$ cat config.mk
export PLATFORM = sky130hd
export DESIGN_NAME = arrow_dir_queue_flat
export DESIGN_NICKNAME = d
export VERILOG_FILES = /design/src/rtl/arrow_dir_queue_if.sv /design/src/rtl/arrow_dir_queue.sv /design/src/flat_wrapper.sv
export SDC_FILE = /design/constraint.sdc
export NUM_CORES = 1
export LEC_CHECK = 0
export BUFFER_PORTS_ARGS = -buffer_cell sky130_fd_sc_hd__buf_2
export CAP_MARGIN = 20
export CORE_MARGIN = 3
export CORE_UTILIZATION = 54
export CTS_BUF_LIST = sky130_fd_sc_hd__clkbuf_16
export DETAILED_ROUTE_END_ITERATION = 16
export GPL_TIMING_DRIVEN = 1
export HOLD_SLACK_MARGIN = 0.05
export PLACE_DENSITY = 0.77
export SYNTH_ARGS = -nofsm -noshare
export SYNTH_HDL_FRONTEND = slang
export SYNTH_SLANG_ARGS = --single-unit
$ cat constraint.sdc
create_clock -name clk -period 2.55 [get_ports clk]
set_input_delay 0.6375 -clock clk [delete_from_list [all_inputs] [get_ports clk]]
set_output_delay 0.6375 -clock clk [all_outputs]
set_load 0.005 [all_outputs]
$ cat src/rtl/arrow_dir_queue_if.sv
// arrow_dir_queue_if: button inputs, turn-pop strobe and direction/seed outputs of the arrow queue.
interface arrow_dir_queue_if;
    logic        arrow_up;
    logic        arrow_down;
    logic        arrow_left;
    logic        arrow_right;
    logic        dir_pop;
    logic [1:0]  cur_dir;
    logic [3:0]  q_count;
    logic        press_drop;
    logic [15:0] seed;
    modport master (
        output arrow_up, arrow_down, arrow_left, arrow_right, dir_pop,
        input  cur_dir, q_count, press_drop, seed
    );
    modport slave (
        input  arrow_up, arrow_down, arrow_left, arrow_right, dir_pop,
        output cur_dir, q_count, press_drop, seed
    );
endinterface

$ cat src/rtl/arrow_dir_queue.sv
// arrow_dir_queue: conditions arrow buttons, filters and queues turns, commits on dir_pop, mixes an LFSR seed.
// ARROW_DEBOUNCE_EN defined builds per-button debounce counters; undefined passes synced levels straight through.
module arrow_dir_queue #(
    parameter int DEBOUNCE_CYCLES = 100_000,
    parameter int DEPTH           = 2
) (
    input logic              clk,
    input logic              reset,
    arrow_dir_queue_if.slave bus
);
    localparam int PW = (DEPTH > 1) ? $clog2(DEPTH) : 1;

    if (DEBOUNCE_CYCLES < 2 || DEPTH < 2 || DEPTH > 8 || (DEPTH & (DEPTH - 1)) != 0) begin : g_bad_param
        $error("arrow_dir_queue: unsupported DEBOUNCE_CYCLES/DEPTH");
    end

    // Bit index equals direction code: 0 up, 1 down, 2 left, 3 right.
    logic [3:0]  raw, s1_q, s2_q, sync_p, stable, prev_q, evt;
    logic [1:0]  cand, ref_dir, cur_q;
    logic [1:0]  mem_q [DEPTH];
    logic [PW-1:0] rd_q, wr_q;
    logic [3:0]  count_q, count_d;
    logic [15:0] seed_q, seed_d, lfsr_next, seed_mix;
    logic        has_evt, multi, full, reject, push, pop, drop, drop_q;

    assign raw    = {bus.arrow_right, bus.arrow_left, bus.arrow_down, bus.arrow_up};
    assign sync_p = s2_q ^ 4'b0011;

    always_ff @(posedge clk or posedge reset) begin
        if (reset) begin
            s1_q <= 4'b0011;
            s2_q <= 4'b0011;
        end else begin
            s1_q <= raw;
            s2_q <= s1_q;
        end
    end

`ifdef ARROW_DEBOUNCE_EN
    localparam int CW = $clog2(DEBOUNCE_CYCLES);
    logic [CW-1:0] cnt_q [4];
    logic [3:0]    stable_q;

    always_ff @(posedge clk or posedge reset) begin
        if (reset) begin
            stable_q <= '0;
            for (int i = 0; i < 4; i++) cnt_q[i] <= '0;
        end else begin
            for (int i = 0; i < 4; i++) begin
                if (sync_p[i] == stable_q[i]) begin
                    cnt_q[i] <= '0;
                end else if (cnt_q[i] == CW'(DEBOUNCE_CYCLES - 1)) begin
                    stable_q[i] <= sync_p[i];
                    cnt_q[i]    <= '0;
                end else begin
                    cnt_q[i] <= cnt_q[i] + 1'b1;
                end
            end
        end
    end

    assign stable = stable_q;
`else
    assign stable = sync_p;
`endif

    assign evt = stable & ~prev_q;

    // Only the highest-priority press is a candidate; any extra presses count as drops.
    always_comb begin
        has_evt   = |evt;
        multi     = (evt & (evt - 4'd1)) != 4'd0;
        cand      = evt[0] ? 2'd0 : evt[1] ? 2'd1 : evt[2] ? 2'd2 : 2'd3;
        ref_dir   = (count_q != 4'd0) ? mem_q[wr_q - 1'b1] : cur_q;
        full      = count_q == 4'(DEPTH);
        reject    = cand == ref_dir || cand == {ref_dir[1], ~ref_dir[0]} || (full && !bus.dir_pop);
        push      = has_evt && !reject;
        pop       = bus.dir_pop && count_q != 4'd0;
        drop      = multi || (has_evt && reject);
        count_d   = count_q + {3'b0, push} - {3'b0, pop};
        lfsr_next = {1'b0, seed_q[15:1]} ^ (seed_q[0] ? 16'hB400 : 16'h0000);
        seed_mix  = push ? lfsr_next ^ {14'b0, cand} : lfsr_next;
        seed_d    = (seed_mix == 16'h0000) ? 16'hACE1 : seed_mix;
    end

    always_ff @(posedge clk or posedge reset) begin
        if (reset) begin
            prev_q  <= '0;
            cur_q   <= 2'd1;
            count_q <= '0;
            rd_q    <= '0;
            wr_q    <= '0;
            drop_q  <= 1'b0;
            seed_q  <= 16'hACE1;
        end else begin
            prev_q  <= stable;
            count_q <= count_d;
            drop_q  <= drop;
            seed_q  <= seed_d;
            if (push) wr_q <= wr_q + 1'b1;
            if (pop) begin
                cur_q <= mem_q[rd_q];
                rd_q  <= rd_q + 1'b1;
            end
        end
    end

    // Storage needs no reset: entries are only read while count_q covers them.
    always_ff @(posedge clk) begin
        if (push) mem_q[wr_q] <= cand;
    end

    assign bus.cur_dir    = cur_q;
    assign bus.q_count    = count_q;
    assign bus.press_drop = drop_q;
    assign bus.seed       = seed_q;
endmodule

$ cat src/flat_wrapper.sv
// flat-port wrapper written by rule: the top's interface ports become plain ports
module arrow_dir_queue_flat 
#(
    parameter int DEBOUNCE_CYCLES = 100_000,
    parameter int DEPTH           = 2
)
  (clk, reset, bus_arrow_up, bus_arrow_down, bus_arrow_left, bus_arrow_right, bus_dir_pop, bus_cur_dir, bus_q_count, bus_press_drop, bus_seed);
  arrow_dir_queue_if bus_i ();
  input logic clk;
  input logic reset;
  input wire logic [$bits(bus_i.arrow_up)-1:0] bus_arrow_up;
  input wire logic [$bits(bus_i.arrow_down)-1:0] bus_arrow_down;
  input wire logic [$bits(bus_i.arrow_left)-1:0] bus_arrow_left;
  input wire logic [$bits(bus_i.arrow_right)-1:0] bus_arrow_right;
  input wire logic [$bits(bus_i.dir_pop)-1:0] bus_dir_pop;
  output wire logic [$bits(bus_i.cur_dir)-1:0] bus_cur_dir;
  output wire logic [$bits(bus_i.q_count)-1:0] bus_q_count;
  output wire logic [$bits(bus_i.press_drop)-1:0] bus_press_drop;
  output wire logic [$bits(bus_i.seed)-1:0] bus_seed;
  assign bus_i.arrow_up = bus_arrow_up;
  assign bus_i.arrow_down = bus_arrow_down;
  assign bus_i.arrow_left = bus_arrow_left;
  assign bus_i.arrow_right = bus_arrow_right;
  assign bus_i.dir_pop = bus_dir_pop;
  assign bus_cur_dir = bus_i.cur_dir;
  assign bus_q_count = bus_i.q_count;
  assign bus_press_drop = bus_i.press_drop;
  assign bus_seed = bus_i.seed;
  arrow_dir_queue #(.DEBOUNCE_CYCLES(DEBOUNCE_CYCLES), .DEPTH(DEPTH)) u_core (.clk(clk), .reset(reset), .bus(bus_i));
endmodule
==> results of run 1 <==
[cell usage after synthesis (all sizes together), types with 4 or more instances]
library cell	n	area, um2
inv	12	45.0
nand2b	6	37.5
xnor2	5	43.8
ha	5	62.6
clkbuf	6	22.5
o211ai	4	40.0
nand2	7	26.3
o21ai	7	38.8
nor2	5	21.3
dfrtp	24	601
dfstp	13	342
edfxtp	4	120
[cell type report]
type,instances,area (um2),area share
inverters,12,45.0,0.0222
clock buffers,5,125,0.0618
clock inverters,3,17.5,0.00865
multi-input cells,73,563,0.278
flip-flops and latches,41,1060,0.524
well taps,42,52.6,0.0259
repair buffers,31,160,0.0791
[cell usage in the layout (no fill, tap or decap), drive strengths merged, types with 2 or more instances in the layout]
cell type / Yosys / layout
dfrtp: 24 / 24
edfxtp: 4 / 4
or2: 2 / 2
clkbuf: 6 / 5
a21oi: 3 / 3
nand2: 7 / 7
nor2: 5 / 5
ha: 5 / 5
xnor2: 5 / 5
o211ai: 4 / 4
nand2b: 6 / 6
nor4: 3 / 3
xor2: 3 / 3
o21ai: 7 / 7
o22a: 2 / 2
nand4bb: 2 / 2
inv: 12 / 14
dfstp: 13 / 13
mux2i: 3 / 3
buf: 0 / 31
nor2b: 3 / 3
[worst max-delay path: stages, from the launching register on]
cell	delay (ns)
dfrtp_1	0.37
inv_1	0.09
ha_1	0.21
or4b_4	0.48
o211ai_1	0.17
o22ai_2	0.19
ha_1	0.25
a21o_1	0.17
a21oi_1	0.17
xor2_1	0.17
[final timing paths]
check                                            from                     to  slack, ns  cells past startpoint
max in group asynchronous                       reset     u_core.bus.seed[0]       1.74                      3
min in group asynchronous                       reset       u_core.prev_q[2]       0.47                      3
worst max-delay path            u_core.bus.q_count[2]  u_core.bus.q_count[3]       0.20                      9
worst min-delay path                   u_core.s1_q[3]         u_core.s2_q[3]       0.35                      0
worst min register to register         u_core.s1_q[3]         u_core.s2_q[3]       0.35                      0
worst max register to register  u_core.bus.q_count[2]  u_core.bus.q_count[3]       0.20                      9
[cell families after synthesis]
logic type      after synthesis  share of synthesized area
flops                        41                      0.628
fa+ha+maj                     6                     0.0488
xor+xnor                      8                     0.0414
compound gates               21                     0.0916
buf+inv                      18                     0.0399
simple gates                 34                      0.126
mux                           4                     0.0244
[registers in the layout, indices dropped and copies added (netlist names), 2 cells and up]
| signal | count |
|---|---|
| u_core.bus.seed | 16 |
| u_core.bus.q_count | 4 |
| u_core.mem_q | 4 |
| u_core.prev_q | 4 |
| u_core.s1_q | 4 |
| u_core.s2_q | 4 |
| u_core.bus.cur_dir | 2 |
[metal layers]
layer | wire [um] | track usage | up-vias
li1 | - | - | 511
met1 | 1300 | 0.224 | 531
met2 | 1410 | 0.280 | 21
met3 | 103 | 0.0496 | 4
met4 | 37 | 0.0879 | 0
met5 | 0 | 0 | -
[power by group]
group          internal (mW)  switching, mW
clock network          0.358          0.230
registers              0.958          0.216
logic                  0.433          0.390
total                   1.75          0.835
==> impl_metrics.py, run 1 <==
metrics = {
    "status": {
        "run_status": "finished, final reports clean",
    },
    "synthesis": {
        "synth-main-ff-cell": "dfrtp_1",
        "synth_warnings": 0,
        "netlist_area_um2": 1690,
        "netlist_instances": 132,
        "ys_async_sr_fraction": 0.902,
        "syn-num-nets": 145,
        "synth_cell_types": 37,
        "synth-seq-area-share": 0.627,
        "syn-mean-instance-area_um2": 12.8,
        "synth_edf_count": 4,
        "synth.ff_latch_count": 41,
    },
    "power_and_ir_drop": {
        "power.total_mw": 2.58,
        "power-per-cell-area_nw_per_um2": 1280,
        "leakage_nw": 0.925,
        "irDropWorstVdd_mv": 1.03,
    },
    "global_routing": {
        "antenna_found_initial": 0,
        "first_global_vias": 1067,
        "first_pass_grt_wire_length_um": 4820,
        "globalRouteOverflowTotal": 0,
        "grt_max_degree": 38,
        "track_usage": 0.177,
    },
    "setup_path": {
        "worstPathRequired_ns": 2.75,
        "path_class": "reg -> reg",
        "crit_path_end_kind": "register",
        "worstSetupStartpointType": "register",
        "critical_path_peak_fanout": 6,
        "cp.arrival_ns": 2.54,
    },
    "floorplan": {
        "die_area_um2": 3840,
        "die-width_um": 62.0,
        "design.core.area_um2": 2880,
        "num_rows": 19,
        "initial_core_util": 0.589,
        "die-height_um": 62.0,
        "num_io_pins": 30,
    },
    "cts": {
        "tritoncts": "yes",
        "cts_buffers": 5,
        "post_cts_buffers": 0,
        "post_cts_hold_buffer_count": 0,
        "post_cts_resized": 0,
        "cts.reportedPaths.clkPinSlew_ns": 0.06,
        "cts_root_buf": "clkbuf_16",
        "insertion_delay_ns": 0.28,
        "max-clock-path-buffers": 2,
        "tritoncts_num_sinks": 41,
        "clock_tree.htree_level_count": 2,
    },
    "routing": {
        "detailedRoute.firstPassIterationCount": 4,
        "avgRoutedWirePerCell_um": 13.8,
        "route.antenna.remaining_nets": 0,
        "detail_route.iter0.violations": 32,
        "detail_route.drc_violations": 0,
        "route.vias.total": 1067,
        "routed_via_density": 5.15,
        "postRouteWirelength_um": 2850,
    },
    "placement": {
        "placement.setup.worst_slack_ns": 0.245,
        "buffer_ports.inserted": 29,
        "detailedPlacementHpwl_um": 2010,
        "dpl.cell_count": 199,
        "post_dp_cell_area_um2": 1880,
        "globalplace.congestion": 0.838,
    },
    "timing": {
        "grt_setup_unrepaired": "false",
        "finClkSkew_ns": 0.00509,
        "totalNegativeSetupSlack_ns": 0,
        "worst_slew_pin_slew_ns": 0.414,
        "max_clock_freq_mhz": 426,
        "timing.max_slew.rel_slack": 0.717,
        "finalSetupViolations": 0,
        "final_critical_path_required_period_ns": 2.35,
        "worst_slack_ns": 0.201,
        "worst_hold_slack_ns": 0.351,
        "layout_worst_path_cycle_share": 0.921,
        "final-max-slew-violation-count": 0,
        "hold_violations": 0,
    },
    "final_layout": {
        "antennaDiodeCount": 0,
        "post_layout_nonfiller_instances": 207,
        "final_layout_size_suffix_gt1_frac": 0.376,
        "layout.core_utilization": 0.704,
        "final_net_count": 177,
        "final.fill_count": 206,
        "layout.cell_area.non_filler_um2": 2030,
        "flow.area_growth_from_synthesis_pct": 19.7,
    },
    "run": {
        "maximum_capacitance_violations": 0,
    },
    "worst_hold_path": {
        "hold_class": "reg -> reg",
    },
}
No activity file was read; power rests on OpenSTA's default activity.
==> inputs of run 2 (changes only) <==
Settings changed: CORE_UTILIZATION 54 to 50, PLACE_DENSITY 0.77 to 0.73.
==> run 2 against run 1 <==
Compared with the run above:
- register-to-register slack worse by 0.02 ns
- setup slack worse by 0.016 ns
- largest power group unchanged
- via count is 1.4% higher
==> impl_metrics.py, run 2 (synthesis results as in run 1) <==
metrics = {
    "worst_hold_path": {
        "worst_hold_startpoint": "u_core.s1_q[2]",
        "holdPathStages": 0,
        "hold_class": "reg -> reg",
        "worstHoldEndpoint": "u_core.s2_q[2]",
    },
    "routing": {
        "routed_via_density": 5.18,
        "detailedRoute.firstPassIterationCount": 4,
        "detail_route.drc_violations": 0,
        "detail_route.iter0.violations": 19,
        "route.vias.total": 1082,
        "postRouteWirelength_um": 2980,
        "avgRoutedWirePerCell_um": 14.3,
        "route.antenna.remaining_nets": 0,
    },
    "final_layout": {
        "antennaDiodeCount": 0,
        "flow.area_growth_from_synthesis_pct": 19.9,
        "final_layout_size_suffix_gt1_frac": 0.370,
        "final.fill_count": 256,
        "flip_flop_count_of_the_largest_register_after_layout": 16,
        "final_common_cell": "buf_2",
        "layout.cells.most_common_list": "buf_2 (29), dfrtp_1 (24), dfstp_2 (13)",
        "final_net_count": 177,
    },
    "placement": {
        "buffer_ports.inserted": 29,
        "globalplace.congestion": 0.794,
        "detailedPlacementHpwl_um": 2180,
    },
    "timing": {
        "totalNegativeSetupSlack_ns": 0,
        "hold_violations": 0,
        "worst_slew_pin_slew_ns": 0.386,
        "timing.max_slew.rel_slack": 0.736,
        "worst_hold_slack_ns": 0.349,
        "final_critical_path_required_period_ns": 2.37,
        "grt_setup_unrepaired": "false",
        "max_clock_freq_mhz": 423,
        "finalSetupViolations": 0,
        "layout_worst_path_cycle_share": 0.928,
        "finClkSkew_ns": 0.00359,
        "final-max-slew-violation-count": 0,
    },
    "setup_path": {
        "worst-path-buf-inv": 3,
        "number_of_cells_on_the_critical_path": 9,
        "cp.arrival_ns": 2.58,
        "timing.reg2reg.setup_slack_ns": 0.18,
        "timing.critical_path.cells": "inv_1 -> ha_1 -> or4b_4 -> o211ai_1 -> o22ai_2 -> ha_1 -> inv_1 -> fa_1 -> inv_1",
        "crit_path_end_kind": "register",
        "worst_path_most_repeated_cell": "inv_1",
        "critical_path.top_delay_family": "adder cells",
        "max_stage_delay_ns": 0.48,
        "critical-path-slowest-cell": "or4b_4",
        "path_class": "reg -> reg",
        "worstPathRequired_ns": 2.77,
        "critical_path_peak_fanout": 6,
        "regToRegStartpoint": "u_core.bus.q_count[2]",
        "timing.rr.end": "u_core.bus.q_count[1]",
        "worstSetupStartpointType": "register",
        "worst-r2r-cell-count": 9,
    },
    "status": {
        "run_status": "finished, final reports clean",
    },
    "global_routing": {
        "grt_max_degree": 38,
        "first_pass_grt_wire_length_um": 5270,
        "track_usage": 0.169,
        "antenna_found_initial": 0,
        "globalRouteOverflowTotal": 0,
        "first_global_vias": 1164,
    },
    "cts": {
        "max-clock-path-buffers": 2,
        "insertion_delay_ns": 0.27,
        "clock_tree.htree_level_count": 2,
        "tritoncts_num_sinks": 41,
        "cts.reportedPaths.clkPinSlew_ns": 0.05,
        "tritoncts": "yes",
        "cts_root_buf": "clkbuf_16",
        "post_cts_hold_buffer_count": 0,
        "cts_buffers": 5,
    },
    "floorplan": {
        "design.core.area_um2": 3150,
        "num_rows": 20,
        "num_io_pins": 30,
        "die-height_um": 64.2,
        "die-width_um": 64.2,
        "initial_core_util": 0.537,
        "die_area_um2": 4120,
    },
    "power_and_ir_drop": {
        "power-per-cell-area_nw_per_um2": 1280,
        "leakage_nw": 0.926,
        "irDropWorstVdd_mv": 0.804,
    },
    "run": {
        "maximum_capacitance_violations": 0,
    },
}
-- run 2: cell count changes in the layout (fill, tap and decap cells not counted), sizes merged --
cell	delta
clkinv	+3
inv	-2
clkinvlp	-1
-- run 2: worst reg2reg max path: stages (launching register included) --
cell and delay (ns):
dfrtp_1 0.37, inv_1 0.09, ha_1 0.22, or4b_4 0.48, o211ai_1 0.16, o22ai_2 0.18, ha_1 0.25, inv_1 0.08
fa_1 0.41, inv_1 0.07
-- run 2: layer usage --
| metal | part of all wire | track usage | vias up |
|---|---|---|---|
| met5 | 0 | 0 | - |
| met4 | 0.015 | 0.0554 | 0 |
| met3 | 0.046 | 0.0475 | 7 |
| met2 | 0.52 | 0.286 | 32 |
| met1 | 0.42 | 0.207 | 528 |
| li1 | - | - | 515 |
-- run 2: how the worst max path moves through the flow --
stage                           from                    end  slack, ns
6_report       u_core.bus.q_count[2]  u_core.bus.q_count[1]       0.18
5_1_grt        u_core.bus.q_count[2]  u_core.bus.q_count[1]      0.006
4_1_cts        u_core.bus.q_count[2]  u_core.bus.q_count[1]       0.18
3_5_place_dp   u_core.bus.q_count[2]  u_core.bus.q_count[1]       0.19
3_3_place_gp   u_core.bus.q_count[2]  u_core.bus.q_count[2]       0.27
2_1_floorplan  u_core.bus.q_count[2]  u_core.bus.q_count[2]       0.30
-- run 2: what timing repair did --
item,4_1_cts,5_1_grt
setup buffers,0,0
resized for setup,0,1
endpoints found under the setup margin,0,2
-- run 2: cell type report --
| cell class | instances | area (um2) | area share |
|---|---|---|---|
| Sequential cell | 41 | 1060 | 0.523 |
| Multi-Input combinational cell | 73 | 569 | 0.281 |
| Timing Repair Buffer | 31 | 160 | 0.0789 |
| Clock buffer | 5 | 125 | 0.0617 |
| Tap cell | 44 | 55.1 | 0.0271 |
| Inverter | 12 | 45.0 | 0.0222 |
| Clock inverter | 3 | 12.5 | 0.00617 |
-- run 2: through the flow --
stage | power (mW) | utilization | cell area, um2 | worst slack [ns] | instances
floorplan | 1.70 | - | 1690 | 0.298 | 132
global placement | 1.96 | 0.598 | 1890 | 0.267 | 201
detailed placement | 2.02 | 0.598 | 1890 | 0.191 | 201
CTS | 2.61 | 0.642 | 2020 | 0.182 | 209
global route | 2.79 | 0.644 | 2030 | 0.00629 | 209
finish | 2.59 | 0.644 | 2030 | 0.185 | 209
-- run 2: where the power goes --
| part | leakage (nW) | internal (mW) | switching, mW |
|---|---|---|---|
| Sequential | 0.453 | 0.958 | 0.224 |
| Clock | 0.0687 | 0.353 | 0.221 |
| Combinational | 0.404 | 0.440 | 0.394 |
==> inputs of run 3 (changes only) <==
Settings changed: BUFFER_PORTS_ARGS -buffer_cell sky130_fd_sc_hd__buf_2 to -buffer_cell sky130_fd_sc_hd__buf_4.
==> run 3 against run 2 <==
Compared with the run above:
- cell count stayed put
- highest routed layer unchanged
- critical path type unchanged
- critical endpoint is now u_core.bus.q_count[2]
- largest cell class unchanged
- setup slack worse by 0.047 ns
- combinational power is 12% higher
==> impl_metrics.py, run 3 (synthesis results as in run 1) <==
metrics = {
    "timing": {
        "layout_worst_path_cycle_share": 0.946,
        "grt_setup_unrepaired": "false",
        "totalNegativeSetupSlack_ns": 0,
        "timing.max_slew.rel_slack": 0.699,
        "worst_slew_pin_slew_ns": 0.451,
        "hold_violations": 0,
        "final_critical_path_required_period_ns": 2.41,
        "max_clock_freq_mhz": 414,
        "finClkSkew_ns": 0.00526,
        "finalSetupViolations": 0,
        "final-max-slew-violation-count": 0,
    },
    "floorplan": {
        "die_area_um2": 4120,
        "initial_core_util": 0.537,
        "die-height_um": 64.2,
        "num_io_pins": 30,
        "design.core.area_um2": 3150,
        "die-width_um": 64.2,
        "num_rows": 20,
    },
    "final_layout": {
        "final_net_count": 177,
        "final_common_cell": "buf_4",
        "final.fill_count": 250,
        "antennaDiodeCount": 0,
        "post_layout_nonfiller_instances": 209,
        "flip_flop_count_of_the_largest_register_after_layout": 16,
        "final_layout_size_suffix_gt1_frac": 0.370,
        "final-seq-area_um2": 1060,
        "multi_input_comb_area_um2": 563,
        "flow.area_growth_from_synthesis_pct": 23.8,
        "layout.cells.most_common_list": "buf_4 (31), dfrtp_1 (24), dfstp_2 (13)",
    },
    "placement": {
        "globalplace.congestion": 0.805,
        "detailedPlacementHpwl_um": 2190,
        "dpl.cell_count": 201,
        "buffer_ports.inserted": 29,
    },
    "setup_path": {
        "timing.reg2reg.setup_slack_ns": 0.14,
        "critical_path_peak_fanout": 6,
        "path_class": "reg -> reg",
        "regToRegStartpoint": "u_core.bus.q_count[2]",
        "cp.arrival_ns": 2.57,
        "crit_path_end_kind": "register",
        "worst-r2r-cell-count": 9,
        "timing.rr.end": "u_core.bus.q_count[2]",
        "worstPathRequired_ns": 2.71,
        "worstSetupStartpointType": "register",
    },
    "power_and_ir_drop": {
        "power-per-cell-area_nw_per_um2": 1290,
        "irDropWorstVdd_mv": 0.638,
        "leakage_nw": 0.947,
    },
    "routing": {
        "postRouteWirelength_um": 3040,
        "detail_route.iter0.violations": 31,
        "detailedRoute.firstPassIterationCount": 4,
        "detail_route.drc_violations": 0,
        "routed_via_density": 5.15,
        "route.vias.total": 1076,
        "avgRoutedWirePerCell_um": 14.5,
        "route.antenna.remaining_nets": 0,
    },
    "cts": {
        "tritoncts": "yes",
        "tritoncts_num_sinks": 41,
        "post_cts_resized": 0,
        "cts_root_buf": "clkbuf_16",
        "insertion_delay_ns": 0.28,
        "cts_buffers": 5,
        "max-clock-path-buffers": 2,
        "post_cts_buffers": 0,
        "cts.reportedPaths.clkPinSlew_ns": 0.05,
        "post_cts_hold_buffer_count": 0,
        "clock_tree.htree_level_count": 2,
    },
    "global_routing": {
        "antenna_found_initial": 0,
        "first_global_vias": 1122,
        "track_usage": 0.175,
        "grt_max_degree": 38,
        "first_pass_grt_wire_length_um": 5350,
        "globalRouteOverflowTotal": 0,
    },
    "run": {
        "maximum_capacitance_violations": 0,
    },
    "worst_hold_path": {
        "hold_class": "reg -> reg",
        "holdPathStages": 0,
        "worstHoldEndpoint": "u_core.s2_q[2]",
        "worst_hold_startpoint": "u_core.s1_q[2]",
    },
    "status": {
        "run_status": "finished, final reports clean",
    },
}
## run 3: changes by cell type in the layout (fill, tap and decap cells not counted)
cell     before  now
nor3b_4       1    0
nor3b_2       0    1
buf_4         2   31
buf_2        29    0
## run 3: routing by layer
layer	up-vias	track usage	share of wire
met5	-	0	0
met4	0	0.0633	0.010
met3	4	0.0650	0.053
met2	28	0.280	0.49
met1	529	0.216	0.44
li1	515	-	-
## run 3: critical path: stages (launching register included)
cell      delay (ns)
dfrtp_1         0.37
inv_1           0.09
ha_1            0.21
nor3b_2         0.31
o211ai_2        0.19
o22ai_2         0.30
ha_1            0.23
inv_1           0.06
fa_1            0.39
xnor2_1         0.14
## run 3: power by group
| part | internal, mW | total [mW] | switching [mW] |
|---|---|---|---|
| registers | 0.959 | 1.19 | 0.228 |
| logic | 0.534 | 0.937 | 0.403 |
| clock network | 0.353 | 0.574 | 0.221 |
| total | 1.85 | 2.70 | 0.852 |
## run 3: how the worst max path moves through the flow
stage / from / endpoint / slack [ns] / cells after the start
CTS: u_core.bus.q_count[2] / u_core.bus.q_count[2] / 0.14 / 9
floorplan: u_core.bus.q_count[2] / u_core.bus.q_count[2] / 0.30 / 11
global route: u_core.bus.q_count[2] / u_core.bus.q_count[1] / 0.05 / 11
global placement: u_core.bus.q_count[2] / u_core.bus.q_count[1] / 0.26 / 11
detailed placement: u_core.bus.q_count[2] / u_core.bus.q_count[2] / 0.18 / 9
finish: u_core.bus.q_count[2] / u_core.bus.q_count[2] / 0.14 / 9
## run 3: layout make-up
| type | count | area share |
|---|---|---|
| clock inverters | 3 | 0.00597 |
| well taps | 44 | 0.0263 |
| multi-input cells | 73 | 0.269 |
| clock buffers | 5 | 0.0597 |
| inverters | 12 | 0.0215 |
| repair buffers | 31 | 0.111 |
| flip-flops and latches | 41 | 0.507 |
## run 3: through the flow
| stage | instance area, um2 | total power [mW] | setup WS (ns) | hold WS, ns | util |
|---|---|---|---|---|---|
| after global placement | 1960 | 2.07 | 0.264 | 0.333 | 0.621 |
| after CTS | 2100 | 2.73 | 0.142 | 0.347 | 0.665 |
| after global routing | 2100 | 2.90 | 0.0456 | 0.351 | 0.665 |
| after floorplan | 1690 | 1.70 | 0.298 | 0.331 | - |
| final | 2100 | 2.70 | 0.137 | 0.345 | 0.665 |
| after detailed placement | 1960 | 2.13 | 0.182 | 0.335 | 0.621 |
